File: src/rtl/vga_timing_gen.sv
// SVGA 800x600@72Hz raster generator: scan position to the renderer, blanked and
// sync-aligned RGB565 plus hsync/vsync to the pins.
module vga_timing_gen #(
  parameter int   H_ACTIVE  = 800,
  parameter int   H_FP      = 56,
  parameter int   H_SYNC    = 120,
  parameter int   H_BP      = 64,
  parameter int   V_ACTIVE  = 600,
  parameter int   V_FP      = 37,
  parameter int   V_SYNC    = 6,
  parameter int   V_BP      = 23,
  parameter logic HS_POL    = 1'b1,
  parameter logic VS_POL    = 1'b1,
  parameter int   COLOR_LAT = 1
) (
  input  logic       clk,
  input  logic       rst_n,
  input  logic [4:0] red,
  input  logic [5:0] green,
  input  logic [4:0] blue,
  output logic [9:0] row,
  output logic [9:0] column,
  output logic       frame_start,
  output logic [4:0] vga_r,
  output logic [5:0] vga_g,
  output logic [4:0] vga_b,
  output logic       hsync,
  output logic       vsync
);

  localparam int H_TOTAL = H_ACTIVE + H_FP + H_SYNC + H_BP;
  localparam int V_TOTAL = V_ACTIVE + V_FP + V_SYNC + V_BP;

  localparam logic [10:0] H_LAST   = 11'(H_TOTAL - 1);
  localparam logic [10:0] H_ACT    = 11'(H_ACTIVE);
  localparam logic [10:0] HS_START = 11'(H_ACTIVE + H_FP);
  localparam logic [10:0] HS_END   = 11'(H_ACTIVE + H_FP + H_SYNC - 1);
  localparam logic [9:0]  V_LAST   = 10'(V_TOTAL - 1);
  localparam logic [9:0]  V_ACT    = 10'(V_ACTIVE);
  localparam logic [9:0]  VS_START = 10'(V_ACTIVE + V_FP);
  localparam logic [9:0]  VS_END   = 10'(V_ACTIVE + V_FP + V_SYNC - 1);

  logic [10:0] h_cnt_q, h_cnt_d;
  logic [9:0]  v_cnt_q, v_cnt_d;
  logic [9:0]  column_q, column_d;
  logic        frame_start_q, frame_start_d;

  logic [COLOR_LAT-1:0] vis_pipe_q, vis_pipe_d;
  logic [COLOR_LAT-1:0] hs_pipe_q, hs_pipe_d;
  logic [COLOR_LAT-1:0] vs_pipe_q, vs_pipe_d;

  logic [4:0] vga_r_q, vga_r_d;
  logic [5:0] vga_g_q, vga_g_d;
  logic [4:0] vga_b_q, vga_b_d;
  logic       hsync_q, hsync_d;
  logic       vsync_q, vsync_d;

  logic vis_raw, hs_raw, vs_raw;
  logic vis_dly;

  always_comb begin
    h_cnt_d = h_cnt_q + 11'd1;
    v_cnt_d = v_cnt_q;
    if (h_cnt_q == H_LAST) begin
      h_cnt_d = '0;
      v_cnt_d = (v_cnt_q == V_LAST) ? '0 : v_cnt_q + 10'd1;
    end
    // Column and frame_start are registered from the next count so they line up
    // with row (= v_cnt_q) in the same cycle.
    column_d      = (h_cnt_d < H_ACT) ? h_cnt_d[9:0] : 10'h3FF;
    frame_start_d = (h_cnt_d == '0) && (v_cnt_d == '0);
  end

  always_comb begin
    vis_raw = (h_cnt_q < H_ACT) && (v_cnt_q < V_ACT);
    hs_raw  = (h_cnt_q >= HS_START) && (h_cnt_q <= HS_END);
    vs_raw  = (v_cnt_q >= VS_START) && (v_cnt_q <= VS_END);

    vis_pipe_d    = vis_pipe_q;
    hs_pipe_d     = hs_pipe_q;
    vs_pipe_d     = vs_pipe_q;
    vis_pipe_d[0] = vis_raw;
    hs_pipe_d[0]  = hs_raw;
    vs_pipe_d[0]  = vs_raw;
    for (int i = 1; i < COLOR_LAT; i++) begin
      vis_pipe_d[i] = vis_pipe_q[i-1];
      hs_pipe_d[i]  = hs_pipe_q[i-1];
      vs_pipe_d[i]  = vs_pipe_q[i-1];
    end
  end

  // The delayed flags line up with the renderer's colour, so colour is gated here.
  always_comb begin
    vis_dly = vis_pipe_q[COLOR_LAT-1];
    vga_r_d = vis_dly ? red   : '0;
    vga_g_d = vis_dly ? green : '0;
    vga_b_d = vis_dly ? blue  : '0;
    hsync_d = hs_pipe_q[COLOR_LAT-1] ? HS_POL : ~HS_POL;
    vsync_d = vs_pipe_q[COLOR_LAT-1] ? VS_POL : ~VS_POL;
  end

  always_ff @(posedge clk) begin
    if (!rst_n) begin
      h_cnt_q       <= '0;
      v_cnt_q       <= '0;
      column_q      <= '0;
      frame_start_q <= 1'b1;
      vis_pipe_q    <= '0;
      hs_pipe_q     <= '0;
      vs_pipe_q     <= '0;
      vga_r_q       <= '0;
      vga_g_q       <= '0;
      vga_b_q       <= '0;
      hsync_q       <= ~HS_POL;
      vsync_q       <= ~VS_POL;
    end else begin
      h_cnt_q       <= h_cnt_d;
      v_cnt_q       <= v_cnt_d;
      column_q      <= column_d;
      frame_start_q <= frame_start_d;
      vis_pipe_q    <= vis_pipe_d;
      hs_pipe_q     <= hs_pipe_d;
      vs_pipe_q     <= vs_pipe_d;
      vga_r_q       <= vga_r_d;
      vga_g_q       <= vga_g_d;
      vga_b_q       <= vga_b_d;
      hsync_q       <= hsync_d;
      vsync_q       <= vsync_d;
    end
  end

  assign row         = v_cnt_q;
  assign column      = column_q;
  assign frame_start = frame_start_q;
  assign vga_r       = vga_r_q;
  assign vga_g       = vga_g_q;
  assign vga_b       = vga_b_q;
  assign hsync       = hsync_q;
  assign vsync       = vsync_q;

endmodule

File: config.mk
export PLATFORM = sky130hd
export DESIGN_NAME = vga_timing_gen
export DESIGN_NICKNAME = d
export VERILOG_FILES = /design/src/rtl/vga_timing_gen.sv
export SDC_FILE = /design/constraint.sdc
export NUM_CORES = 1
export LEC_CHECK = 0
export ABC_AREA = 1
export CORE_MARGIN = 5
export CORE_UTILIZATION = 49
export CTS_CLUSTER_SIZE = 28
export DETAILED_ROUTE_END_ITERATION = 8
export HOLD_SLACK_MARGIN = 0.15
export PLACE_DENSITY = 0.79
export REMOVE_ABC_BUFFERS = 1
export SETUP_SLACK_MARGIN = 0.4
export SLEW_MARGIN = 20
export SYNTH_ARGS = -nofsm -noshare
export SYNTH_HDL_FRONTEND = slang
export SYNTH_SLANG_ARGS = --single-unit
File: constraint.sdc
create_clock -name clk -period 1.8 [get_ports clk]
set_input_delay 0.18 -clock clk [delete_from_list [all_inputs] [get_ports clk]]
set_output_delay 0.18 -clock clk [all_outputs]
set_load 0.05 [all_outputs]
==> flow_metrics.env <==
export IMPL_result_of_the_run="finished, final reports clean"
export IMPL_timing_hold_ws_ns=0.3727
export IMPL_crit_path_frequent_cell="sky130_fd_sc_hd__nand2_1"
export IMPL_syn_inst=345
export IMPL_netSwitchingFraction_pct=27.31
export IMPL_root_buffer="sky130_fd_sc_hd__clkbuf_8"
export IMPL_antennaDiodeCount=0
export IMPL_grt_first_pass_wirelength_um=10540
export IMPL_vias_per_cell=5.000
export IMPL_wl_per_cell_um=13.21
export IMPL_synth_most_common_cell="sky130_fd_sc_hd__nand2_1"
export IMPL_synth_yosys_seq_area_share_pct=44.28
export IMPL_dieWidth_um=79.93
export IMPL_postSynth_topFlopCell="sky130_fd_sc_hd__dfxtp_1"
export IMPL_floorplan_initialDensity_pct=50.73
export IMPL_fmax_mhz=583.1
export IMPL_mean_syn_cell_area_sq_um=6.945
export IMPL_synth_top_cell_by_area="sky130_fd_sc_hd__dfxtp_1"
export IMPL_die_height_um=79.93
export IMPL_cellPowerDensity_nw_per_um2=613.5
export IMPL_drt_pass1_iter_count=4
export IMPL_p_leak_nw=1.736
export IMPL_synth_warning_count=0
export IMPL_final_setup_viol_count=0
export IMPL_dp_hpwl_um=4442
export IMPL_rrSetupSlack_ns=0.08
export IMPL_tritoncts="built"
export IMPL_clock_sink_count=53
export IMPL_setup_worst_path_end_class="register"
export IMPL_clock_skew_final_ns=0.006655
export IMPL_synthTopCellsByArea="sky130_fd_sc_hd__dfxtp_1, sky130_fd_sc_hd__nand2_1, sky130_fd_sc_hd__nor2_1"
export IMPL_internal_power_contribution_mw=1.575
export IMPL_detailedRoute_firstIterationViolations=121
export IMPL_synth_cells_most_frequent="sky130_fd_sc_hd__nand2_1, sky130_fd_sc_hd__nor2_1, sky130_fd_sc_hd__dfxtp_1, sky130_fd_sc_hd__inv_1, sky130_fd_sc_hd__nand3_1"
export IMPL_synth_async_reset_ratio_pct=0
export IMPL_worstSkewPairLatency_ns=0.32
export IMPL_ctsHtreeMaxLevel=2
export IMPL_placement_io_buffers=56
export IMPL_syn2layout_area_growth_pct=47.36
export IMPL_gpl_final_weighted_congestion=0.9618
export IMPL_vdd_ir_drop_max_uv=519.0
export IMPL_power_total_mw=2.166
export IMPL_boundaryPins=57
export IMPL_final_min_period_over_clock_period_pct=95.28
export IMPL_required_ns=2.07
export IMPL_synth_top_cell_area_share_pct=44.28
export IMPL_regToRegEndpoint="frame_start"
export IMPL_grt_use_total_pct=21.02
export IMPL_cell_area_after_synthesis_sq_um=2396
export IMPL_fraction_of_final_layout_cells_sized_beyond_drive_strength_1_pct=28.04
export IMPL_nets=450
export IMPL_timing_hold_worst_class="input port to register"
export IMPL_synth_compound_area_share_pct=6.527
export IMPL_pre_cts_slack_ns=0.006257
export IMPL_grt_ovfl_total=0
export IMPL_p_seq_share_pct=55.9
export IMPL_finalCoreUtilization_pct=74.76
export IMPL_clock_path_buffers=2
export IMPL_combinational_family_with_the_most_area_after_synthesis="simple AND/OR/NAND/NOR gates"
export IMPL_ys_types=29
export IMPL_grt_max_degree=28
export IMPL_totalNegativeSetupSlack_ns=0
export IMPL_count_of_endpoints_failing_hold_in_the_final_timing_report=0
export IMPL_worst_path_max_fanout=6
export IMPL_setup_repair_after_global_routing_missed_its_margin="yes"
export IMPL_holdBufCountCts=0
export IMPL_r2r_cells=11
export IMPL_comb_power_share_pct=11.6
export IMPL_core_area_sq_um=4723
export IMPL_setup_worst_path_class="register to register"
export IMPL_antenna_found_initial=0
export IMPL_hold_path_cell_count=3
export IMPL_worst_endpoint_arrival_ns=1.98
export IMPL_vias=2475
export IMPL_post_synth_edffs=0
export IMPL_row_count=25
export IMPL_power_switching_mw=0.5915
export IMPL_crit_path_cell_trace="ha_4 > nand3_2 > nor2_4 > nand2_4 > nand2_2 > nand2_1 > nor2_1 > nand2_1 > nor2_1 > nand4_1 > nand2_1"
export IMPL_post_synth_fa_ha_maj_area_fraction_pct=2.611
export IMPL_slew_headroom_pct=65.75
export IMPL_crit_slowest_cell="sky130_fd_sc_hd__dfxtp_4"
export IMPL_hold_path_endpoint="vga_g[4]"
export IMPL_timing_hold_worst_start="green[4]"
export IMPL_synth_simple_gate_area_share_pct=36.34
export IMPL_portion_of_netlist_area_occupied_by_mux_cells_pct=0
export IMPL_post_route_min_period_ns=1.715
export IMPL_finalWorstSetupSlack_ns=0.08490
export IMPL_worstSetupStartpointType="register"
export IMPL_area_of_the_die_sq_um=6388
export IMPL_cap_violations=0
export IMPL_postSynthRegisterBits=53
export IMPL_via_count_of_the_first_global_routing_pass=2387
export IMPL_max_slew_worst_pin_slew_ns=0.5158
export IMPL_slew_viol_final=0
export IMPL_synthXorXnorAreaFrac_pct=0.3655
export IMPL_drc=0
export IMPL_cts_clk_slew_worst_paths_ns=0.10
export IMPL_drt_antenna_violating_nets=0
export IMPL_cts_inserted_buffers=5
export IMPL_launching_point_of_the_worst_reg2reg_path="h_cnt_q[1]"
export IMPL_critPathMaxStageDelay_ns=0.38
export IMPL_p_clk_share_pct=32.5
export IMPL_drt_total_wl_um=6540
-- metal layers --
layer / up-vias / global-route usage, % / wire (um) / part of all wire (%)
met1: 1132 / 23.30 / 2554 / 39
met2: 84 / 37.67 / 3489 / 53
met5: - / 0 / 0 / 0
met3: 16 / 4.853 / 340 / 5.2
met4: 0 / 9.628 / 155 / 2.4
li1: 1243 / - / - / -
-- per-stage QoR --
step | cell area [sq um] | cells
2_1_floorplan | 2362 | 339
3_3_place_gp | 3089 | 476
3_5_place_dp | 3089 | 476
4_1_cts | 3304 | 488
5_1_grt | 3531 | 495
6_report | 3531 | 495
-- state kept, by name, summed over array words and instances, names as in the netlist --
signal	count
h_cnt_q	11
column	10
row	10
vga_g	6
vga_b	5
vga_r	5
frame_start	1
hs_pipe_q	1
hsync	1
vis_dly	1
vs_pipe_q	1
vsync	1
-- placed cells by master (no fill, tap or decap), types with 2 or more instances in the layout --
cell / Yosys / final
sky130_fd_sc_hd__ha_4: 0 / 2
sky130_fd_sc_hd__nor2_1: 62 / 55
sky130_fd_sc_hd__clkbuf_8: 0 / 5
sky130_fd_sc_hd__nand3_2: 2 / 7
sky130_fd_sc_hd__nand2_2: 5 / 12
sky130_fd_sc_hd__buf_4: 1 / 28
sky130_fd_sc_hd__ha_1: 5 / 3
sky130_fd_sc_hd__nor3_4: 0 / 2
sky130_fd_sc_hd__dfxtp_4: 0 / 5
sky130_fd_sc_hd__clkinv_1: 2 / 2
sky130_fd_sc_hd__a31oi_1: 2 / 2
sky130_fd_sc_hd__nand2_1: 85 / 75
sky130_fd_sc_hd__nand3_1: 23 / 15
sky130_fd_sc_hd__o21ai_0: 4 / 4
sky130_fd_sc_hd__dlygate4sd2_1: 0 / 22
sky130_fd_sc_hd__clkinvlp_4: 0 / 2
sky130_fd_sc_hd__nand4_1: 11 / 11
sky130_fd_sc_hd__clkdlybuf4s50_1: 0 / 17
sky130_fd_sc_hd__nor3_1: 4 / 3
sky130_fd_sc_hd__nand2_4: 1 / 4
sky130_fd_sc_hd__nor2_2: 4 / 6
sky130_fd_sc_hd__nor2_4: 1 / 6
sky130_fd_sc_hd__dfxtp_1: 53 / 35
sky130_fd_sc_hd__inv_1: 50 / 47
sky130_fd_sc_hd__nand3_4: 0 / 3
sky130_fd_sc_hd__inv_2: 2 / 4
sky130_fd_sc_hd__a21oi_1: 15 / 6
sky130_fd_sc_hd__dfxtp_2: 0 / 13
sky130_fd_sc_hd__a21oi_2: 0 / 9
sky130_fd_sc_hd__clkdlybuf4s15_1: 0 / 7
sky130_fd_sc_hd__buf_6: 1 / 6
-- cell families after synthesis --
| kind of cell | after synthesis |
|---|---|
| AOI/OAI and AO/OA | 26 |
| adders and majority gates | 5 |
| xor gates and xnor gates | 1 |
| and+or+nand+nor | 200 |
| buffers and inverters | 60 |
| DFF | 53 |
-- power groups by stage --
| stage | registers, mW | clock network [mW] | logic [mW] |
|---|---|---|---|
| floorplan | 1.32 | 0 | 0.0528 |
| global placement | 1.24 | 0 | 0.239 |
| detailed placement | 1.24 | 0 | 0.242 |
| CTS | 1.21 | 0.723 | 0.241 |
| global route | 1.22 | 0.775 | 0.267 |
| finish | 1.21 | 0.704 | 0.251 |
-- worst max path at each step --
stage / from / to / depth (start not counted)
after floorplan: row[0] / frame_start / 11
after global placement: h_cnt_q[1] / frame_start / 12
after detailed placement: h_cnt_q[1] / frame_start / 12
after CTS: row[1] / frame_start / 12
after global routing: h_cnt_q[1] / frame_start / 11
final: h_cnt_q[1] / frame_start / 11
-- worst max-delay path, delay by kind of cell (launching register included) --
kind | cells | cell delay [ns]
flip-flops | 1 | 0.38
adder cells (fa/ha/maj) | 1 | 0.17
AND/OR/NAND/NOR | 10 | 1.12
-- final cells by class --
cell class,count,area [sq um]
multi-input combinational,232,1329
fill,351,1192
sequential,53,1096
timing repair buffer,81,721.9
inverter,54,205.2
tap,67,83.83
clock buffer,5,68.82
clock inverter,3,26.28
-- timing repair --
action / CTS / global route
resized for setup: 68 / 59
setup endpoints to repair: 53 / 32
buffers inserted: 4 / 6
pin swaps: 6 / 19
cloned: 0 / 1
Power figures use the tool's default switching activity.
